`src/rtl/pwm_duty_ramp.sv`:
```
// pwm_duty_ramp: ramps a PWM duty value up to full scale, holds it, ramps it back to zero, holds it, and repeats, stepping on PWM period ticks.
module pwm_duty_ramp #(
  parameter int PWM_RESOLUTION = 8,
  parameter int TICKS_PER_STEP = 1,
  parameter int HOLD_TICKS     = 2
) (
  input  logic                      clk,
  input  logic                      rst,
  input  logic                      en,
  input  logic [PWM_RESOLUTION-1:0] step,
  input  logic                      period_tick,
  output logic [PWM_RESOLUTION-1:0] duty_cycle,
  output logic                      duty_valid,
  output logic [2:0]                phase,
  output logic                      cycle_done
);
  localparam int W  = PWM_RESOLUTION;
  localparam int CW = $clog2((TICKS_PER_STEP > HOLD_TICKS ? TICKS_PER_STEP : HOLD_TICKS) + 1);
  localparam logic [W-1:0] DMAX = '1;
  typedef enum logic [2:0] {IDLE, RAMP_UP, HOLD_HIGH, RAMP_DOWN, HOLD_LOW} state_t;
  state_t state, state_nxt;
  logic [CW-1:0] cnt, cnt_nxt;
  logic [W-1:0] step_reg, step_nxt, duty_nxt, up_val, dn_val;
  logic [W:0] sum;
  logic hit_step, hit_hold, upd, valid_nxt, done_nxt;
  assign phase = state;
  always_ff @(posedge clk) begin
    if (!rst) begin
      state      <= IDLE;
      cnt        <= '0;
      step_reg   <= '0;
      duty_cycle <= '0;
      duty_valid <= 1'b0;
      cycle_done <= 1'b0;
    end else begin
      state      <= state_nxt;
      cnt        <= cnt_nxt;
      step_reg   <= step_nxt;
      duty_cycle <= duty_nxt;
      duty_valid <= valid_nxt;
      cycle_done <= done_nxt;
    end
  end
  // Sum is one bit wider so the saturating add never wraps.
  always_comb begin
    hit_step = period_tick && cnt == CW'(TICKS_PER_STEP - 1);
    hit_hold = period_tick && cnt == CW'(HOLD_TICKS - 1);
    sum      = {1'b0, duty_cycle} + {1'b0, step_reg};
    up_val   = sum[W] ? DMAX : sum[W-1:0];
    dn_val   = duty_cycle > step_reg ? duty_cycle - step_reg : '0;
    state_nxt = state;
    if (!en) state_nxt = IDLE;
    else
      case (state)
        IDLE:      state_nxt = RAMP_UP;
        RAMP_UP:   state_nxt = (hit_step && up_val == DMAX) ? HOLD_HIGH : RAMP_UP;
        HOLD_HIGH: state_nxt = hit_hold ? RAMP_DOWN : HOLD_HIGH;
        RAMP_DOWN: state_nxt = (hit_step && dn_val == '0) ? HOLD_LOW : RAMP_DOWN;
        HOLD_LOW:  state_nxt = hit_hold ? RAMP_UP : HOLD_LOW;
        default:   state_nxt = IDLE;
      endcase
  end
  always_comb begin
    upd       = en && (state == RAMP_UP || state == RAMP_DOWN) && hit_step;
    duty_nxt  = !en ? '0 : upd ? (state == RAMP_UP ? up_val : dn_val) : duty_cycle;
    valid_nxt = upd;
    done_nxt  = en && state == HOLD_LOW && hit_hold;
    cnt_nxt   = (state_nxt != state || !en) ? '0 : period_tick ? (((state == RAMP_UP || state == RAMP_DOWN) ? hit_step : hit_hold) ? '0 : cnt + 1'b1) : cnt;
    step_nxt  = (state_nxt == RAMP_UP && state != RAMP_UP) ? (step == '0 ? W'(1) : step) : step_reg;
  end
endmodule

```
`config.mk`:
```
export PLATFORM = sky130hd
export DESIGN_NAME = pwm_duty_ramp
export DESIGN_NICKNAME = d
export VERILOG_FILES = /design/src/rtl/pwm_duty_ramp.sv
export SDC_FILE = /design/constraint.sdc
export NUM_CORES = 1
export LEC_CHECK = 0
export CAP_MARGIN = 20
export CORE_MARGIN = 2
export CORE_UTILIZATION = 25
export CTS_CLUSTER_DIAMETER = 150
export CTS_CLUSTER_SIZE = 20
export DETAILED_ROUTE_END_ITERATION = 6
export PLACE_DENSITY = 0.42
export REMOVE_ABC_BUFFERS = 1
export SYNTH_ARGS = -nofsm -noshare
export SYNTH_HDL_FRONTEND = slang
export SYNTH_SLANG_ARGS = --single-unit
```
`constraint.sdc`:
```
create_clock -name clk -period 6.9 [get_ports clk]
set_clock_uncertainty 0.15 [all_clocks]
set_input_delay 1.38 -clock clk [delete_from_list [all_inputs] [get_ports clk]]
set_output_delay 1.38 -clock clk [all_outputs]
set_load 0.01 [all_outputs]
```
==> results list, run 1 <==
- Result of the run: complete, no violations
- Clock-pin slew was measured on the worst setup and hold paths at 80 ps.
* Max frequency: roughly 300 MHz
- The number of different library cells used by synthesis comes to 65.
- Hold is met by between 300 and 400 ps.
- Final Cell Area: roughly 2400 sq um
- For this block, the initial DRC count from the detailed router was between 100 and 150.
- Required time of the worst setup path: between 6000 and 7000 ps
- Cts repair resizes: 0
- Summed over all layers, the global routing overflow is 0.
* Sink Count: 23
- Across the run, the number of max-cap violations was 0.
- The detailed router placed just over 2000 vias in this run.
- Setup violations remaining at the end of the flow were counted as 0.
* Antenna Cells: 0
- Part of the Yosys area used for sequential elements: 22.0%
* Worst-skew pair later-pin latency: approximately 260 ps
- Cell chosen for the clock root: clkbuf_8
- Global routing consumed, over all layers together, between 10% and 20% of the routing resources.
- HPWL after detailed placement: slightly below 5000 um
- Critical-path cell list: clkdlybuf4s50_1 -> nand2_1 -> a211oi_1 -> nand2b_1 -> o32ai_1
- Count of placed standard cells in the final layout, fillers left out: between 300 and 400
* Critical setup path kind: primary input to register
* Max Buffers Root-to-Sink: 2
- Synth-to-Final Area Change: 16.7%
- After detailed routing, the number of vias per cell comes to between 5 and 6.
* Fin Setup TNS: 0 ps
* Critical Path Slowest Stage Cell: clkdlybuf4s50_1
- DRC Markers: 0
* Arrival time of data at the critical path endpoint: around 3400 ps
- Setup repair after global routing missed its margin: false
- The detail route stage leaves a number of antenna-violating nets equal to 0.
* Total CTS buffers: 3
- Number of flops mapped to enable cells by yosys: 0
- Synthesis handed over a netlist of around 270 instances.
- The congestion estimate from routability-driven global placement came to around 0.81.
- Pin count of the biggest net entering global routing: 19
* Initial core utilization: around a quarter
- Each instance of the synthesized netlist takes up on average 7.67 sq um.
* Final Net Count: about 320
- The first global-routing pass estimated approximately 9800 um of wire.
- Top FF cell, synth: dfxtp_1
- After detailed routing, the average wire length per cell comes to between 15 and 20 um.
- Die ar.: a little over 9000 sq um
- Crit end category: register
* Time the final worst path needs with I/O delays and setup: between 3000 and 4000 ps
* Placement Rows: 33
- Number of buffers inserted by post-CTS setup repair: 0
- CTS tree: done
* Core area: just over 8000 sq um
- Area used by multi-input combinational logic: about 1500 sq um
- From bottom edge to top edge, the die measures approximately 96 um.
* CP startpoint kind: primary input
- Number of fillers in the final layout: a little over 900
- The Yosys step of the flow raised 0 warnings.
* Post-Place Cell Area: 2400 sq um
- OpenSTA, run right after detailed placement, puts the worst setup slack at approximately 3200 ps.
- The max-slew violation count is 0.
- Placed Instances: 391
- Cells with a size suffix above 1 make up under 10% of the layout.
* Detailed-routing iteration count for the pre-antenna-repair pass: 4
- The min-delay analysis places its worst path in the category register to register.
* Final period util: about half
* Slew at the pin closest to its max-slew limit: 719 ps
- Number of buffer cells added on primary ports: 24
- CTS H-tree lvls: 1
* Sum of routed wire length over all layers: ~6000 um
- I/O pins: 25
- Synth async-reset ratio: 0%
* Number of global-route vias before repair: between 1500 and 2000
- In this design, the stage delay of the slowest critical-path cell is about 840 ps.
* Worst slew slack as a fraction of its limit: 51.9%
- Worst-path fanout max: 18
* Setup slack after layout: ~3500 ps
- Final Hold Vio Count: 0
- The initial antenna violation count came to 0.
- Power spread over the standard cell area amounts to around 140 nW/um^2.
* Mapped Area: 2090 sq um
- In the final layout, flip-flops and latches occupy 460 sq um.
- The floorplan step set the die width to between 90 and 100 um.
- Count of state elements after synthesis: 23
- Number of hold buffers added after CTS: 0
- Leakage: between 0.9 and 1 nW
* Largest vdd supply drop: about 91 uV
-- through the flow --
stage / utilization (%) / power (W)
2_1_floorplan: - / 0.000226
3_3_place_gp: 29.3 / 0.000266
3_5_place_dp: 29.3 / 0.000264
4_1_cts: 29.9 / 0.000351
5_1_grt: 29.9 / 0.000373
6_report: 29.9 / 0.000346
-- kinds of logic after synthesis --
logic type      Yosys count  share of synthesized area (%)
simple gates            114                           28.3
compound gates           75                           26.0
buf+inv                  32                           7.05
flops                    23                           22.0
fa+ha+maj                20                           12.7
xor+xnor                  7                           2.93
mux                       2                           1.02
-- cell usage in the layout (no fill, tap or decap), types with 2 or more instances in the layout --
master | Yosys | routed
o21a_1 | 2 | 2
nand4_1 | 3 | 3
fa_1 | 2 | 2
inv_1 | 20 | 20
nand4b_1 | 3 | 3
ha_1 | 18 | 18
nor3_1 | 11 | 11
a311oi_1 | 2 | 2
xnor2_1 | 6 | 6
nor4_1 | 2 | 2
clkdlybuf4s50_1 | 0 | 24
a211o_1 | 2 | 2
a21o_1 | 3 | 3
and2_1 | 2 | 2
o21ai_1 | 6 | 6
nor2_1 | 20 | 20
o32ai_1 | 2 | 2
o211ai_1 | 3 | 3
a21oi_1 | 18 | 18
nor2b_1 | 5 | 5
nor3b_1 | 4 | 4
o21ai_0 | 14 | 14
a211oi_2 | 2 | 2
a221oi_1 | 2 | 2
a31oi_1 | 2 | 2
dfxtp_1 | 23 | 23
nand3_1 | 16 | 16
nand2_1 | 30 | 30
nand2b_1 | 6 | 6
clkbuf_8 | 0 | 3
or2_1 | 2 | 2
-- power breakdown --
group	internal, W	switching, W	total [W]
logic	0.0000468	0.0000717	0.000118
clock network	0.0000403	0.0000434	0.0000837
registers	0.000138	0.00000615	0.000144
total	0.000225	0.000121	0.000346
-- critical path, delay by kind of cell --
family / cells / cell delay [ps]
buf+inv: 1 / 840
compound gates: 2 / 620
simple gates: 2 / 540
-- path summary, 6_finish.rpt --
| check | from | slack, ps | cells past startpoint | to |
|---|---|---|---|---|
| setup reg to reg | duty_cycle[0]$_SDFFE_PN0P_ | 3990 | 10 | cnt[0]$_SDFFE_PP0P_ |
| setup / recovery | rst | 3540 | 5 | cnt[0]$_SDFFE_PP0P_ |
| hold / removal | step_reg[2]$_SDFFE_PN0P_ | 340 | 2 | step_reg[2]$_SDFFE_PN0P_ |
| hold reg to reg | step_reg[2]$_SDFFE_PN0P_ | 340 | 2 | step_reg[2]$_SDFFE_PN0P_ |
-- synthesized netlist by cell type (2+ instances only) --
cell / number / area, sq um
nand4_1: 3 / 18.8
xnor2_1: 6 / 52.6
a221oi_1: 2 / 17.5
a31oi_1: 2 / 12.5
o21ai_1: 6 / 30.0
a21o_1: 3 / 22.5
buf_4: 5 / 37.5
nor2_1: 20 / 75.1
a311oi_1: 2 / 17.5
nand4b_1: 3 / 26.3
o21a_1: 2 / 15.0
o211ai_1: 3 / 22.5
o32ai_1: 2 / 17.5
nor2b_1: 5 / 31.3
a211oi_2: 2 / 25.0
ha_1: 18 / 225
a21oi_1: 18 / 90.1
and2_1: 2 / 12.5
nand2b_1: 6 / 37.5
or2_1: 2 / 12.5
nand3_1: 16 / 80.1
nor3b_1: 4 / 30.0
nand2_1: 30 / 113
o21ai_0: 14 / 70.1
nor4_1: 2 / 12.5
dfxtp_1: 23 / 460
nor3_1: 11 / 55.1
a211o_1: 2 / 17.5
inv_1: 20 / 75.1
fa_1: 2 / 40.0
clkbuf_1: 3 / 11.3
-- layout make-up --
type	instances	share of cell area [%]
well taps	105	5.38
clock buffers	3	1.69
clock inverters	1	0.205
repair buffers	24	9.84
multi-input cells	218	60.8
flip-flops and latches	23	18.9
inverters	21	3.23
-- routing by layer --
layer | GRT usage [%] | vias to the layer above | part of all wire [%]
li1 | - | 1023 | -
met1 | 20.0 | 966 | 50
met2 | 22.1 | 43 | 45
met3 | 1.19 | 5 | 3.9
met4 | 4.05 | 0 | 1.0
met5 | 0 | - | 0
Note: power is estimated with default switching activity, not from simulation.
==> run 2: changes to the inputs <==
==> constraint.sdc (replaced) <==
create_clock -name clk -period 3.25 [get_ports clk]
set_clock_uncertainty 0.15 [all_clocks]
set_input_delay 0.65 -clock clk [delete_from_list [all_inputs] [get_ports clk]]
set_output_delay 0.65 -clock clk [all_outputs]
set_load 0.01 [all_outputs]
==> run 2 against run 1 <==
  * Clock power increased by 120%
  * Worst hold slack improved by 2.8 ps
  * Register-to-register slack got worse by 3500 ps
  * Critical endpoint is now phase[1]$_SDFF_PN0_
  * Final area increased by 1.8%
==> results list, run 2 (same netlist as run 1, synthesis figures left out) <==
* Number of hold buffers added after CTS: 0 (unchanged)
- Final Net Count: 329 (+1.9%)
- The count of buffers added by post-CTS timing repair for setup was 0 (unchanged).
* Total setup violations reported at the end of the flow: 0 (unchanged)
- The proportion of total power due to net switching came to 35.7% (+0.64 points).
* Final RePlAce weighted congestion: 0.895 (+11%)
- Met2 track utilization from global routing: 22.5% (+0.41 points)
* Slew at the pin closest to its max-slew limit: 518 ps (-201 ps)
* Total CTS buffers: 3 (unchanged)
- In this run the worst hold path is classified as register to register.
* Time the final worst path needs with I/O delays and setup: around 2800 ps
- In the finished design, the share of the clock period the worst path needs comes to 85.2%.
* Final slew viol count: 0 (unchanged)
* HPWL after detailed placement: 4930 um (+2.3%)
- The register-to-register setup slack came to 480 ps (-3510 ps).
* Result of the run: complete, no violations
* Total of max-cap violations: 0 (unchanged)
* Clock transition at the registers of the reported paths: 90 ps (about the same)
- Wire length of the first global-routing pass: 9870 um (+0.27%)
- The placement row count came to 33 (unchanged).
- The maximum clock insertion buffer count is 2 (unchanged).
- Global-route met3 utilization: 1.42% (+0.24 points)
- The arrival time of the worst setup path is 2830 ps (-550 ps).
- Destination of the worst register-to-register timing path: phase[1]$_SDFF_PN0_
* Number of buffer cells added on primary ports: 24 (unchanged)
- The library cell used most frequently in the layout, excluding fill and tap cells, is nand2_1.
- Antenna Cells: 0 (unchanged)
* Max frequency: approximately 360 MHz
- The count of vias placed by the detailed router came to 2045 (+0.39%).
- Core area: 8180 sq um (unchanged)
- The detailed-route vias per instance is 5.10 (-1.1%).
- Pin count of the biggest net entering global routing: 19 (unchanged)
- Count of nets left with antenna violations after detail routing: 0 (unchanged)
- The H-tree depth came to 1 (unchanged).
* Die X-Extent: 95.5 um (unchanged)
* DRC Markers: 0 (unchanged)
* Worst slew slack as a fraction of its limit: 65.4% (+13 points)
- The standby leakage power was 0.970 nW (+3.0%).
- Share of power burned in combinational logic: 34.6% (+0.4 points)
- The via count of the first global-routing pass came to 1909 (+0.95%).
- Worst-skew pair later-pin latency: 270 ps (about the same)
* Launching point of the worst reg2reg path: duty_cycle[0]$_SDFFE_PN0P_
- STA classifies the critical path startpoint as a register.
- The path with the worst hold slack has its endpoint at step_reg[3]$_SDFFE_PN0P_.
* Part of the total power dissipated in the clock network: 24.8% (+0.6 points)
* Required time of the worst setup path: 3310 ps (-3620 ps)
- The die height is 95.5 um (unchanged).
- The ratio of total power to cell area was 303 nW/um^2 (+110%).
- Cell chosen for the clock root: clkbuf_8
* Synth-to-Final Area Change: 18.8%
- The detailed-routing iteration count for the pre-antenna-repair pass came to 4 (unchanged).
- Crit end category: register
* Worst min-delay path startpoint: step_reg[3]$_SDFFE_PN0P_
- The critical path is of the register to register type.
- The area of the die is 9120 sq um (unchanged).
- Setup repair after global routing left no endpoint under its margin.
- Power share of the sequential group: 40.5% (-1.1 points)
* Routed len/inst: 15.4 um (-0.90%)
- Starting DRC count in detailed routing: 184 (+61%)
- The total negative slack is 0 ps (unchanged).
- The library cells used most frequently in the layout, excluding fill and tap cells, are 30 x nand2_1, 24 x clkdlybuf4s50_1, 23 x dfxtp_1.
- The number of ports placed on the die boundary came to 25 (unchanged).
* Initial core utilization: 25.6% (unchanged)
- The initial antenna violation count is 0 (unchanged).
- The design internal power is 0.000484 W (+120%).
* Overall Global Routing Usage: 14.1% (+0.21 points)
- Net switching component of the power: 0.000268 W (+120%)
- The number of clock sinks seen by CTS was 23 (unchanged).
* Sum of routed wire length over all layers: 6160 um (+0.60%)
- The largest fanout on the critical path is 7 (-11).
* Final Hold Vio Count: 0 (unchanged)
- The power consumption was 0.000752 W (+120%).
* Share of final-layout standard cells stronger than drive strength 1: 7.77% (+1.9 points)
- CTS tree: done
- The count of instances resized after the clock tree is built came to 0 (unchanged).
- The hold-critical path depth came to 2 (unchanged).
- Global route hottest layer: met2
- GRT overflow: 0 (unchanged)
- The worst supply voltage drop on vdd came to 155 uV (+70%).
- Cell depth of the worst flop-to-flop path: 10 (unchanged)
* Fraction of met1 tracks used by global routing: 19.4% (-0.63 points)
run 2: per-layer routing:
layer / share of wire, % / up-vias / routed length, um
li1: - / 1032 / -
met4: 3.3 / 0 / 206
met3: 3.8 / 13 / 233
met5: 0 / - / 0
met1: 48 / 954 / 2940
met2: 45 / 46 / 2790
run 2: final cells by class:
cell class	count	area, sq um
multi-input combinational	218	1490
fill	904	5690
clock inverter	1	5.00
tap	105	131
sequential	23	460
timing repair buffer	30	285
inverter	21	78.8
clock buffer	3	41.3
run 2: worst max path at each step:
stage                     depth (start not counted)                        from                  end
final                                            10  duty_cycle[0]$_SDFFE_PN0P_  phase[1]$_SDFF_PN0_
after CTS                                        10  duty_cycle[0]$_SDFFE_PN0P_  cnt[0]$_SDFFE_PP0P_
after global routing                             10  duty_cycle[0]$_SDFFE_PN0P_  cnt[0]$_SDFFE_PP0P_
after detailed placement                         10  duty_cycle[0]$_SDFFE_PN0P_  cnt[0]$_SDFFE_PP0P_
after global placement                            9  duty_cycle[1]$_SDFFE_PN0P_  cnt[1]$_SDFFE_PP0P_
after floorplan                                  10  duty_cycle[0]$_SDFFE_PN0P_  phase[1]$_SDFF_PN0_
run 2: stage by stage:
stage | setup WS, ps | cell area, sq um | utilization, % | cells | hold slack, ps
finish | 481 | 2490 | 30.4 | 401 | 347
global route | 240 | 2490 | 30.4 | 401 | 372
CTS | 464 | 2490 | 30.4 | 401 | 351
detailed placement | 492 | 2440 | 29.9 | 397 | 337
global placement | 541 | 2440 | 29.9 | 397 | 325
floorplan | 708 | 2020 | - | 262 | 316
run 2: power groups by stage:
stage / registers [W] / logic (W) / clock network, W
finish: 0.000305 / 0.000260 / 0.000187
global route: 0.000307 / 0.000286 / 0.000212
CTS: 0.000305 / 0.000261 / 0.000196
detailed placement: 0.000312 / 0.000260 / 0
global placement: 0.000312 / 0.000263 / 0
floorplan: 0.000309 / 0.000170 / 0
run 2: critical path: stages (launching register included):
cell and delay, ps:
dfxtp_1 390, inv_1 60, ha_1 210, fa_1 430
nand2b_1 170, a21oi_1 280, a221oi_1 140, a21o_2 280
o2bb2ai_2 170, a211o_1 300, a21oi_1 120
==> run 3: changes to the inputs <==
--- a/config.mk
+++ b/config.mk
@@ -11,8 +11,10 @@
 export CTS_CLUSTER_DIAMETER = 150
 export CTS_CLUSTER_SIZE = 20
 export DETAILED_ROUTE_END_ITERATION = 6
+export HOLD_SLACK_MARGIN = 0.03
 export PLACE_DENSITY = 0.42
 export REMOVE_ABC_BUFFERS = 1
+export SLEW_MARGIN = 20
 export SYNTH_ARGS = -nofsm -noshare
 export SYNTH_HDL_FRONTEND = slang
 export SYNTH_SLANG_ARGS = --single-unit
==> results of run 3 <==
The final DEF is identical to that of run 2; final timing and power are the same.
